File: config.mk
export PLATFORM = sky130hd
export DESIGN_NAME = fppost
export DESIGN_NICKNAME = d
export VERILOG_FILES = /design/src/rtl/fpu_pkg.sv /design/src/rtl/fp_round.sv /design/src/rtl/fppost.sv
export SDC_FILE = /design/constraint.sdc
export NUM_CORES = 1
export LEC_CHECK = 0
export BUFFER_PORTS_ARGS = -buffer_cell sky130_fd_sc_hd__buf_2
export CORE_UTILIZATION = 50
export DETAILED_ROUTE_END_ITERATION = 8
export GPL_ROUTABILITY_DRIVEN = 0
export MAX_ROUTING_LAYER = met4
export PLACE_DENSITY = 0.73
export SLEW_MARGIN = 30
export SYNTH_ARGS = -nofsm -noshare
export SYNTH_HDL_FRONTEND = slang
export SYNTH_HIERARCHICAL = 1
export SYNTH_SLANG_ARGS = --single-unit
export TNS_END_PERCENT = 50
File: constraint.sdc
create_clock -name clk -period 5.77 [get_ports clk]
set_clock_uncertainty 0.15 [all_clocks]
set_input_delay 0.2885 -clock clk [delete_from_list [all_inputs] [get_ports clk]]
set_output_delay 0.2885 -clock clk [all_outputs]
set_load 0.01 [all_outputs]
File: src/rtl/fpu_pkg.sv
// Shared FPU types: rounding modes, exception flags, post-processor stage record.
package fpu_pkg;

  typedef enum logic [2:0] {
    RmRne = 3'd0,
    RmRtz = 3'd1,
    RmRdn = 3'd2,
    RmRup = 3'd3,
    RmRmm = 3'd4
  } rm_e;

  typedef struct packed {
    logic nv;
    logic dz;
    logic of;
    logic uf;
    logic nx;
  } fflags_t;

  // Width-independent part of the normalise-to-round stage record.
  typedef struct packed {
    logic sign;
    rm_e  rm;
    logic nan;
    logic inf;
    logic zero;
    logic nv;
    logic dz;
    logic tiny;
    logic sticky;
  } s1_ctrl_t;

  // Quiet NaN with a clear sign and only the fraction MSB set.
  function automatic logic [63:0] canonical_nan(input int unsigned ew, input int unsigned fw);
    logic [63:0] exp_ones;
    exp_ones = (64'd1 << ew) - 64'd1;
    return (exp_ones << fw) | (64'd1 << (fw - 1));
  endfunction

  // Reserved encodings fall back to round-to-nearest-even.
  function automatic rm_e decode_rm(input logic [2:0] rm);
    return (rm > 3'd4) ? RmRne : rm_e'(rm);
  endfunction

endpackage

File: src/rtl/fp_round.sv
// Rounding increment decision from the bits just below the result LSB.
module fp_round
  import fpu_pkg::*;
(
  input  logic sign,
  input  rm_e  rm,
  input  logic lsb,
  input  logic guard,
  input  logic round,
  input  logic sticky,
  output logic inc,
  output logic inexact
);

  // Per-mode increment; any discarded bit makes the result inexact.
  always_comb begin
    inexact = guard | round | sticky;
    inc     = 1'b0;
    case (rm)
      RmRne:   inc = guard & (round | sticky | lsb);
      RmRtz:   inc = 1'b0;
      RmRdn:   inc = sign & inexact;
      RmRup:   inc = ~sign & inexact;
      RmRmm:   inc = guard;
      default: inc = guard & (round | sticky | lsb);
    endcase
  end

endmodule

File: src/rtl/fppost.sv
// FPU back end: normalise (stage 1), round and pack (stage 2), valid/ready pipeline.
module fppost
  import fpu_pkg::*;
#(
  parameter int unsigned FW = 23,
  parameter int unsigned EW = 8
) (
  input  logic             clk,
  input  logic             rst_n,
  input  logic             valid_i,
  output logic             ready_o,
  input  logic             sign_i,
  input  logic [EW+1:0]    exp_i,
  input  logic [FW+3:0]    sig_i,
  input  logic             sticky_i,
  input  logic [2:0]       rm_i,
  input  logic             nan_i,
  input  logic             inf_i,
  input  logic             zero_i,
  input  logic             nv_i,
  input  logic             dz_i,
  output logic             valid_o,
  input  logic             ready_i,
  output logic [EW+FW:0]   result_o,
  output logic [4:0]       fflags_o
);

  localparam int unsigned MW = FW + 3;  // {hidden, fraction, guard, round}
  localparam int unsigned XW = EW + 3;  // room for exp_i plus carry increments
  localparam logic [XW-1:0] ExpOvf = XW'((1 << EW) - 1);
  localparam logic [EW+FW:0] QNan = (EW+FW+1)'(canonical_nan(EW, FW));

  logic advance;
  assign advance = ~valid_o | ready_i;
  assign ready_o = advance;

  // ---------------- stage 1: normalise ----------------
  logic [MW-1:0] n1_sig, n1_mask;
  logic [XW-1:0] n1_exp, n1_shamt_raw, n1_shamt;
  logic          n1_sticky, n1_tiny;
  s1_ctrl_t      s1_ctrl_d;

  // Fold a carry back into the hidden bit, then denormalise non-positive exponents.
  always_comb begin
    n1_sig       = sig_i[FW+3] ? sig_i[FW+3:1] : sig_i[FW+2:0];
    n1_sticky    = sticky_i | (sig_i[FW+3] & sig_i[0]);
    n1_exp       = {exp_i[EW+1], exp_i} + XW'(sig_i[FW+3]);
    n1_tiny      = 1'b0;
    n1_shamt_raw = '0;
    n1_shamt     = '0;
    n1_mask      = '0;
    if (n1_exp[XW-1] || n1_exp == '0) begin
      n1_tiny      = 1'b1;
      n1_shamt_raw = XW'(1) - n1_exp;
      // Shifting by the full width drops everything into sticky.
      n1_shamt     = (n1_shamt_raw > XW'(MW)) ? XW'(MW) : n1_shamt_raw;
      n1_mask      = ~({MW{1'b1}} << n1_shamt);
      n1_sticky    = n1_sticky | (|(n1_sig & n1_mask));
      n1_sig       = n1_sig >> n1_shamt;
      n1_exp       = '0;
    end
  end

  // Collect the control fields carried into the round stage.
  always_comb begin
    s1_ctrl_d        = '0;
    s1_ctrl_d.sign   = sign_i;
    s1_ctrl_d.rm     = decode_rm(rm_i);
    s1_ctrl_d.nan    = nan_i;
    s1_ctrl_d.inf    = inf_i;
    s1_ctrl_d.zero   = zero_i;
    s1_ctrl_d.nv     = nv_i;
    s1_ctrl_d.dz     = dz_i;
    s1_ctrl_d.tiny   = n1_tiny;
    s1_ctrl_d.sticky = n1_sticky;
  end

  logic          s1_valid_q;
  logic [MW-1:0] s1_sig_q;
  logic [XW-1:0] s1_exp_q;
  s1_ctrl_t      s1_ctrl_q;

  // Stage-1 register; holds while the output is stalled.
  always_ff @(posedge clk) begin
    if (!rst_n) begin
      s1_valid_q <= 1'b0;
      s1_sig_q   <= '0;
      s1_exp_q   <= '0;
      s1_ctrl_q  <= '0;
    end else if (advance) begin
      s1_valid_q <= valid_i;
      s1_sig_q   <= n1_sig;
      s1_exp_q   <= n1_exp;
      s1_ctrl_q  <= s1_ctrl_d;
    end
  end

  // ---------------- stage 2: round and pack ----------------
  logic r_inc, r_inexact;

  fp_round u_round (
    .sign    (s1_ctrl_q.sign),
    .rm      (s1_ctrl_q.rm),
    .lsb     (s1_sig_q[2]),
    .guard   (s1_sig_q[1]),
    .round   (s1_sig_q[0]),
    .sticky  (s1_ctrl_q.sticky),
    .inc     (r_inc),
    .inexact (r_inexact)
  );

  logic [FW+1:0]  r_man;
  logic [XW-1:0]  r_exp;
  logic [FW-1:0]  r_frac;
  logic           r_ovf, r_max_fin;
  logic [EW+FW:0] r_result;
  fflags_t        r_flags;

  // Apply the increment, renormalise, then pick special / overflow / normal packing.
  always_comb begin
    r_man  = {1'b0, s1_sig_q[MW-1:2]} + (FW+2)'(r_inc);
    r_exp  = s1_exp_q;
    r_frac = r_man[FW-1:0];
    if (r_man[FW+1]) begin
      r_exp  = s1_exp_q + XW'(1);
      r_frac = r_man[FW:1];
    end else if (s1_exp_q == '0 && r_man[FW]) begin
      // Subnormal rounded up into the normal range.
      r_exp = XW'(1);
    end
    r_ovf     = r_exp >= ExpOvf;
    r_max_fin = (s1_ctrl_q.rm == RmRtz) ||
                (s1_ctrl_q.rm == RmRdn && !s1_ctrl_q.sign) ||
                (s1_ctrl_q.rm == RmRup && s1_ctrl_q.sign);
    r_flags    = '0;
    r_flags.nv = s1_ctrl_q.nv;
    r_flags.dz = s1_ctrl_q.dz;
    if (s1_ctrl_q.nan) begin
      r_result = QNan;
    end else if (s1_ctrl_q.inf) begin
      r_result = {s1_ctrl_q.sign, {EW{1'b1}}, {FW{1'b0}}};
    end else if (s1_ctrl_q.zero || (s1_sig_q == '0 && !s1_ctrl_q.sticky)) begin
      r_result = {s1_ctrl_q.sign, {(EW+FW){1'b0}}};
    end else if (r_ovf) begin
      r_result   = r_max_fin ? {s1_ctrl_q.sign, {(EW-1){1'b1}}, 1'b0, {FW{1'b1}}}
                             : {s1_ctrl_q.sign, {EW{1'b1}}, {FW{1'b0}}};
      r_flags.of = 1'b1;
      r_flags.nx = 1'b1;
    end else begin
      r_result   = {s1_ctrl_q.sign, r_exp[EW-1:0], r_frac};
      r_flags.nx = r_inexact;
      r_flags.uf = s1_ctrl_q.tiny & r_inexact;
    end
  end

  // Output register; stable while valid_o is held against a low ready_i.
  always_ff @(posedge clk) begin
    if (!rst_n) begin
      valid_o  <= 1'b0;
      result_o <= '0;
      fflags_o <= '0;
    end else if (advance) begin
      valid_o  <= s1_valid_q;
      result_o <= r_result;
      fflags_o <= r_flags;
    end
  end

endmodule

Word-level counts from Yosys, hierarchy flattened
Index checks and enable logic that the tools add are counted.

word-level totals
  input port bits = 51
  flip-flop bits (word level) = 87
  logic and storage cells = 80

cells by class
  eq/ne operators = 4
  bitwise gates (word level) = 16
  reductions and logical operators = 14
  shift-type cells = 2
  $lt $le $gt $ge = 3
  add/sub/neg operators = 4
  muxes and demuxes = 22

operators by type and width
  cell                      count
  $mux W31                  3
  $mux W26                  2
  $mux W11                  4
  $mux W32                  1
  $and A26 B26 Y26          1
  $logic_not A26 Y1         1
  $not A26 Y26              1
  $reduce_or A26 Y1         1
  $shl A26 B11 Y26 const A  1
  $shr A26 B11 Y26          1
  $add A24 B1 Y25           1
  $mux W24                  1
  $mux W23                  1
  $logic_not A11 Y1         2
  $mux W3                   4
  $add A10 B2 Y11           1
  $add A11 B1 Y11 const B   1
  $ge A11 B8 Y1 const B     1
  $gt A11 B5 Y1 const B     1
  $sub A1 B11 Y11 const A   1
  $or A1 B1 Y1              7
  $eq A3 B2 Y1 const B      2
  $and A1 B1 Y1             5
  $mux W1                   5
  8 further kinds           16

Depth between registers and ports, before layout
  word-level depth = 13
  depth in mapped cells = 19
  gate-level depth less buffers = 15

Cells and area by module
The synthesis kept the hierarchy.

by module, submodules not included
  module    sequential area each (um^2)  area each (um^2)  instances  cells an instance
  fppost    1741.7                       7850.0            1          1059
  fp_round  0.0                          58.8              1          9

Least setup slack after synthesis
OpenSTA, ideal clock, no wires.

  path kind = in2reg
  start point = input exp_i[0]
  end point = register s1_sig_q[0]
  buffers on the path = 3
  setup slack = 1.274 ns
  data required time = 5.532 ns
  stages = 16
  data arrival time = 4.258 ns
  cells stage by stage = ha_1 > ha_1 > buf_2 > inv_1 > clkbuf_1 > ha_1 > clkbuf_1 > nand2b_1 > mux2i_4 > a31oi_2 > a221o_2 > nor2_4 > mux2_1 > mux4_2 > and3_1 > o32ai_2

on the way
  longest elaborated chain between the ends = 6
  elaborated cells on any way between the ends = 8
  those cells by class = add/sub: 2; order compare: 1; shift: 1; mux: 2; reduce/logical: 2

ends and longest elaborated chain
  what                    RTL line      RTL
  start: declaration      fppost.sv:13  input logic [EW+1:0] exp_i,
  $add A10 B2 Y11 *       fppost.sv:47  n1_exp = {exp_i[EW+1], exp_i} + XW'(sig_i[FW+3]);
  $sub A1 B11 Y11         fppost.sv:54  n1_shamt_raw = XW'(1) - n1_exp;
  $gt A11 B5 Y1           fppost.sv:56  n1_shamt = (n1_shamt_raw > XW'(MW)) ? XW'(MW) : n1_shamt_raw;
  $mux W11                fppost.sv:56
  $shr A26 B11 Y26        fppost.sv:59  n1_sig = n1_sig >> n1_shamt;
  $mux W26 *              fppost.sv:52  if (n1_exp[XW-1] || n1_exp == '0) begin
  end signal: assignment  fppost.sv:92  s1_sig_q <= n1_sig;
  end: declaration        fppost.sv:79  logic [MW-1:0] s1_sig_q;

Mark *: on every way between the ends. The rest lies on a longest branch, timed or not.
A chain may end at the register's enable or synchronous reset.

Worst setup path after layout
  start point = register s1_sig_q[2]
  end point = register result_o[19]

on the way
  longest elaborated chain between the ends = 12
  elaborated cells on any way between the ends = 16
  those cells by class = add/sub: 1; order compare: 1; mux: 8; bitwise: 2; reduce/logical: 4

ends and longest elaborated chain
  what                    RTL line                        RTL
  $or A1 B1 Y1 *          fp_round.sv:20, fp_round.sv:25
  $and A1 B1 Y1 *         fp_round.sv:20, fp_round.sv:25
  $pmux W1 S4 *           fp_round.sv:19                  case (rm)
  named net r_inc         fppost.sv:99                    logic r_inc, r_inexact;
  $add A24 B1 Y25 *       fppost.sv:121                   r_man = {1'b0, s1_sig_q[MW-1:2]} + (FW+2)'(r_inc);
  $logic_and A1 B1 Y1     fppost.sv:127                   end else if (s1_exp_q == '0 && r_man[FW]) begin
  $mux W11                fppost.sv:127
  $mux W11                fppost.sv:124                   if (r_man[FW+1]) begin
  $ge A11 B8 Y1           fppost.sv:131                   r_ovf = r_exp >= ExpOvf;
  $mux W31 *              fppost.sv:144                   end else if (r_ovf) begin
  $mux W31 *              fppost.sv:142                   end else if (s1_ctrl_q.zero || (s1_sig_q == '0 && !s1_ctrl_q.sticky)) begin
  $mux W31 *              fppost.sv:140                   end else if (s1_ctrl_q.inf) begin
  $mux W32 *              fppost.sv:138                   if (s1_ctrl_q.nan) begin
  end signal: assignment  fppost.sv:164                   result_o <= r_result;
  end: declaration        fppost.sv:24                    output logic [EW+FW:0] result_o,

The timed path passes the listed nets; every way through them passes the cells marked *.

==> impl_metrics.csv <==
group,metric,value,unit
run_status,status,"finished with violations",
run_status,failed_checks,"DRC",
power_and_ir_drop,switchingPower,644,uW
global_route,gr-total-overflow,0,
power_and_ir_drop,finalPower,1820,uW
layout,drive_gt1_share,17.9,%
drt,drt-initial-drc-count,1384,
power_and_ir_drop,p_per_area,210,nW/um2
synth,synthFlopType,"dfxtp_1",
power_and_ir_drop,ir_worst_vdd,0.154,mV
hold_path,whs_path_depth,3,
synth,yosys.area.top_type,"dfxtp_1",
timing,max_freq,200,MHz
drt,wl_met3,3.61,mm
power_and_ir_drop,p_comb_share,30.8,%
job,drv_cap,0,
power_and_ir_drop,switching_share,35.3,%
worst_setup_path,path_max_fanout,24,
worst_setup_path,crit_path_cell_trace,"or3_1, o211ai_2, a31oi_1, ha_1, ha_1, and4_1, nand4_1, nor4_1, a2111oi_0, o21ai_0, o31ai_2, o21ai_1, buf_4, nor2b_1, or2_1, o21ai_0",
global_route,grt_max_degree,48,
clocking,cts_buffer_depth,2,
power_and_ir_drop,pwr-share-seq,37.1,%
drt,vias,9209,
timing,slew_viol_final,0,
drt,drc,23,
timing,tightestPinTransition,1.04,ns
global_route,grt_usage,35.7,%
timing,period_needed,5.01,ns
clocking,cts_resized,0,
timing,finalSetupViolCount,0,
synth,yosys_warnings,6,
worst_setup_path,cp_num_buf_inv,1,
drt,drt-total-wl,27.9,mm
synth,synth_enable_flop_cells,0,
synth,synth_nets,1127,
clocking,cts_buffers,9,
clocking,clock_latency,0.34,ns
power_and_ir_drop,power.leakage,0.00318,uW
synth,synth-seq-cells,87,
clocking,clock_sink_count,87,
global_route,grt_pass1_vias,8333,
timing,fin_hold_ws,0.0362,ns
drt,wl_met1,10.9,mm
worst_setup_path,critPathLaunchType,"register",
drt,post_drt_wl_per_cell,21.2,um
synth,synth_top_area_share,22.0,%
placement,io_buffers,89,
power_and_ir_drop,intPower,1180,uW
floorplan,die_x,128,um
clocking,clkTransAtPathRegs,0.07,ns
drt,drtAntennaViolNets,0,
global_route,grt_pass1_wl,44.8,mm
layout,finish.net_count,1161,
worst_setup_path,slowest_stage,"nor4_1",
synth,syn_area,7910,um2
synth,ys_types,95,
hold_path,hp-class,"in2reg",
power_and_ir_drop,clkPwrFrac,32.1,%
drt,drtPass1Iterations,9,
floorplan,ios,90,
global_route,grt_antenna_before_repair,0,
clocking,htree_levels,3,
placement,hpwl,19.9,mm
worst_setup_path,arrival,5.06,ns
synth,synthTopCellsByArea,"dfxtp_1, a21oi_1, nand2_1",
worst_setup_path,worstSetupEndpointType,"register",
clocking,cts_hold_buf,0,
worst_setup_path,critPathTopFamily,"simple AND/OR/NAND/NOR gates",
timing,rsz0062_at_grt,"no",
timing,finalHoldViolations,0,
floorplan,dieArea,16300,um2
drt,routed_via_density,6.99,
floorplan,rows,45,
worst_setup_path,required,5.83,ns
floorplan,coreArea,15300,um2
timing,min_period_over_period,86.8,%
floorplan,initial_utilization,51.6,%
worst_setup_path,critical_path_class,"reg2reg",
layout,area_delta_synth_final,10.1,%
synth,synth.avg_cell_area,7.41,um2
clocking,cts_tree,"yes",
clocking,post_cts_buffers,0,
synth,synthTopCellsByCount,"nand2_1, a21oi_1, dfxtp_1",
timing,tns,0,ns
drt,highest_layer,"met4",
synth,seq_area_frac_synth,22.0,%
worst_setup_path,reg2regPathDepth,16,
synth,synth_most_common_cell,"nand2_1",
floorplan,fp.dieH,128,um
layout,antenna_cells,0,
timing,slew_headroom,28.7,%
drt,dr_wl_met2,11.7,mm
worst_setup_path,path_depth,16,
worst_setup_path,slowest_delay,0.68,ns
clocking,clock-root-buffer,"clkbuf_16",
synth,async_reset_ff_share,0,%
synth,synthCells,1068,
flip-flops by register name (all words and copies together), names as in the netlist:
name,flops
s1_sig_q,26
s1_valid_q,1
valid_o,1
fflags_o,5
r_flags,2
s1_exp_q,11
s1_ctrl_q,9
result_o,32
worst reg2reg max path, stage by stage, from the launching register on:
cell,delay (ns)
dfxtp_1,0.44
or3_1,0.18
o211ai_2,0.09
a31oi_1,0.34
ha_1,0.26
ha_1,0.20
and4_1,0.28
nand4_1,0.25
nor4_1,0.69
a2111oi_0,0.22
o21ai_0,0.30
o31ai_2,0.18
o21ai_1,0.11
buf_4,0.27
nor2b_1,0.29
or2_1,0.44
o21ai_0,0.18
metal layers:
layer / GRT usage [%] / vias to the layer above
li1: - / 4169
met1: 45.7 / 4194
met2: 51.3 / 668
met3: 10.3 / 178
met4: 17.4 / 0
met5: - / -
area by class of cell:
type | instances | area, um2
Clock inverter | 5 | 56.3
Timing Repair Buffer | 110 | 603
Fill cell | 1532 | 6610
Multi-Input combinational cell | 882 | 5760
Inverter | 12 | 45.0
Clock buffer | 11 | 243
Sequential cell | 87 | 1740
Tap cell | 211 | 264
through the flow:
step / worst slack (ns) / cells / cell area, um2 / util, %
after detailed placement: 0.775 / 1302 / 8410 / 54.9
after global placement: 0.896 / 1302 / 8400 / 54.9
final: 0.764 / 1318 / 8710 / 56.9
after CTS: 0.989 / 1318 / 8710 / 56.9
after floorplan: 1.27 / 1068 / 7910 / -
after global routing: 0.495 / 1318 / 8710 / 56.9
kinds of logic (layout without fill, tap and decap cells):
kind of cell,Yosys count,after routing,share of synthesized area (%)
AOI/OAI and AO/OA,394,394,34.3
xor gates and xnor gates,36,36,4.08
adders and majority gates,8,8,1.27
buffers and inverters,99,138,5.62
DFF,87,87,22.0
muxes,57,57,8.70
and+or+nand+nor,387,387,24.0
worst paths after layout:
kind               start           end  slack (ns)
max reg2reg  s1_sig_q[2]  result_o[19]        0.76
max          s1_sig_q[2]  result_o[19]        0.76
min                 nv_i    r_flags[4]        0.04
min reg2reg  result_o[4]   result_o[4]        0.29
power by group through the flow:
stage	Sequential (uW)	Clock [uW]	Combinational [uW]
final	678	586	561
after global routing	682	615	597
after CTS	676	591	533
after detailed placement	689	0	530
after global placement	689	0	529
after floorplan	684	0	367
cell usage in the layout, fill, tap and decap left out, types with 15 or more instances in the layout:
cell | Yosys | final
a21oi_1 | 101 | 101
a31oi_1 | 24 | 23
buf_2 | 19 | 89
buf_4 | 5 | 21
dfxtp_1 | 87 | 87
mux2_2 | 23 | 23
mux2i_1 | 26 | 26
nand2_1 | 125 | 125
nand3_1 | 52 | 52
nand4_1 | 20 | 20
nor2_1 | 73 | 72
nor3_1 | 35 | 34
o211ai_1 | 16 | 16
o21ai_0 | 75 | 75
o21ai_1 | 15 | 15
xnor2_1 | 23 | 23
Power figures use the tool's default switching activity.
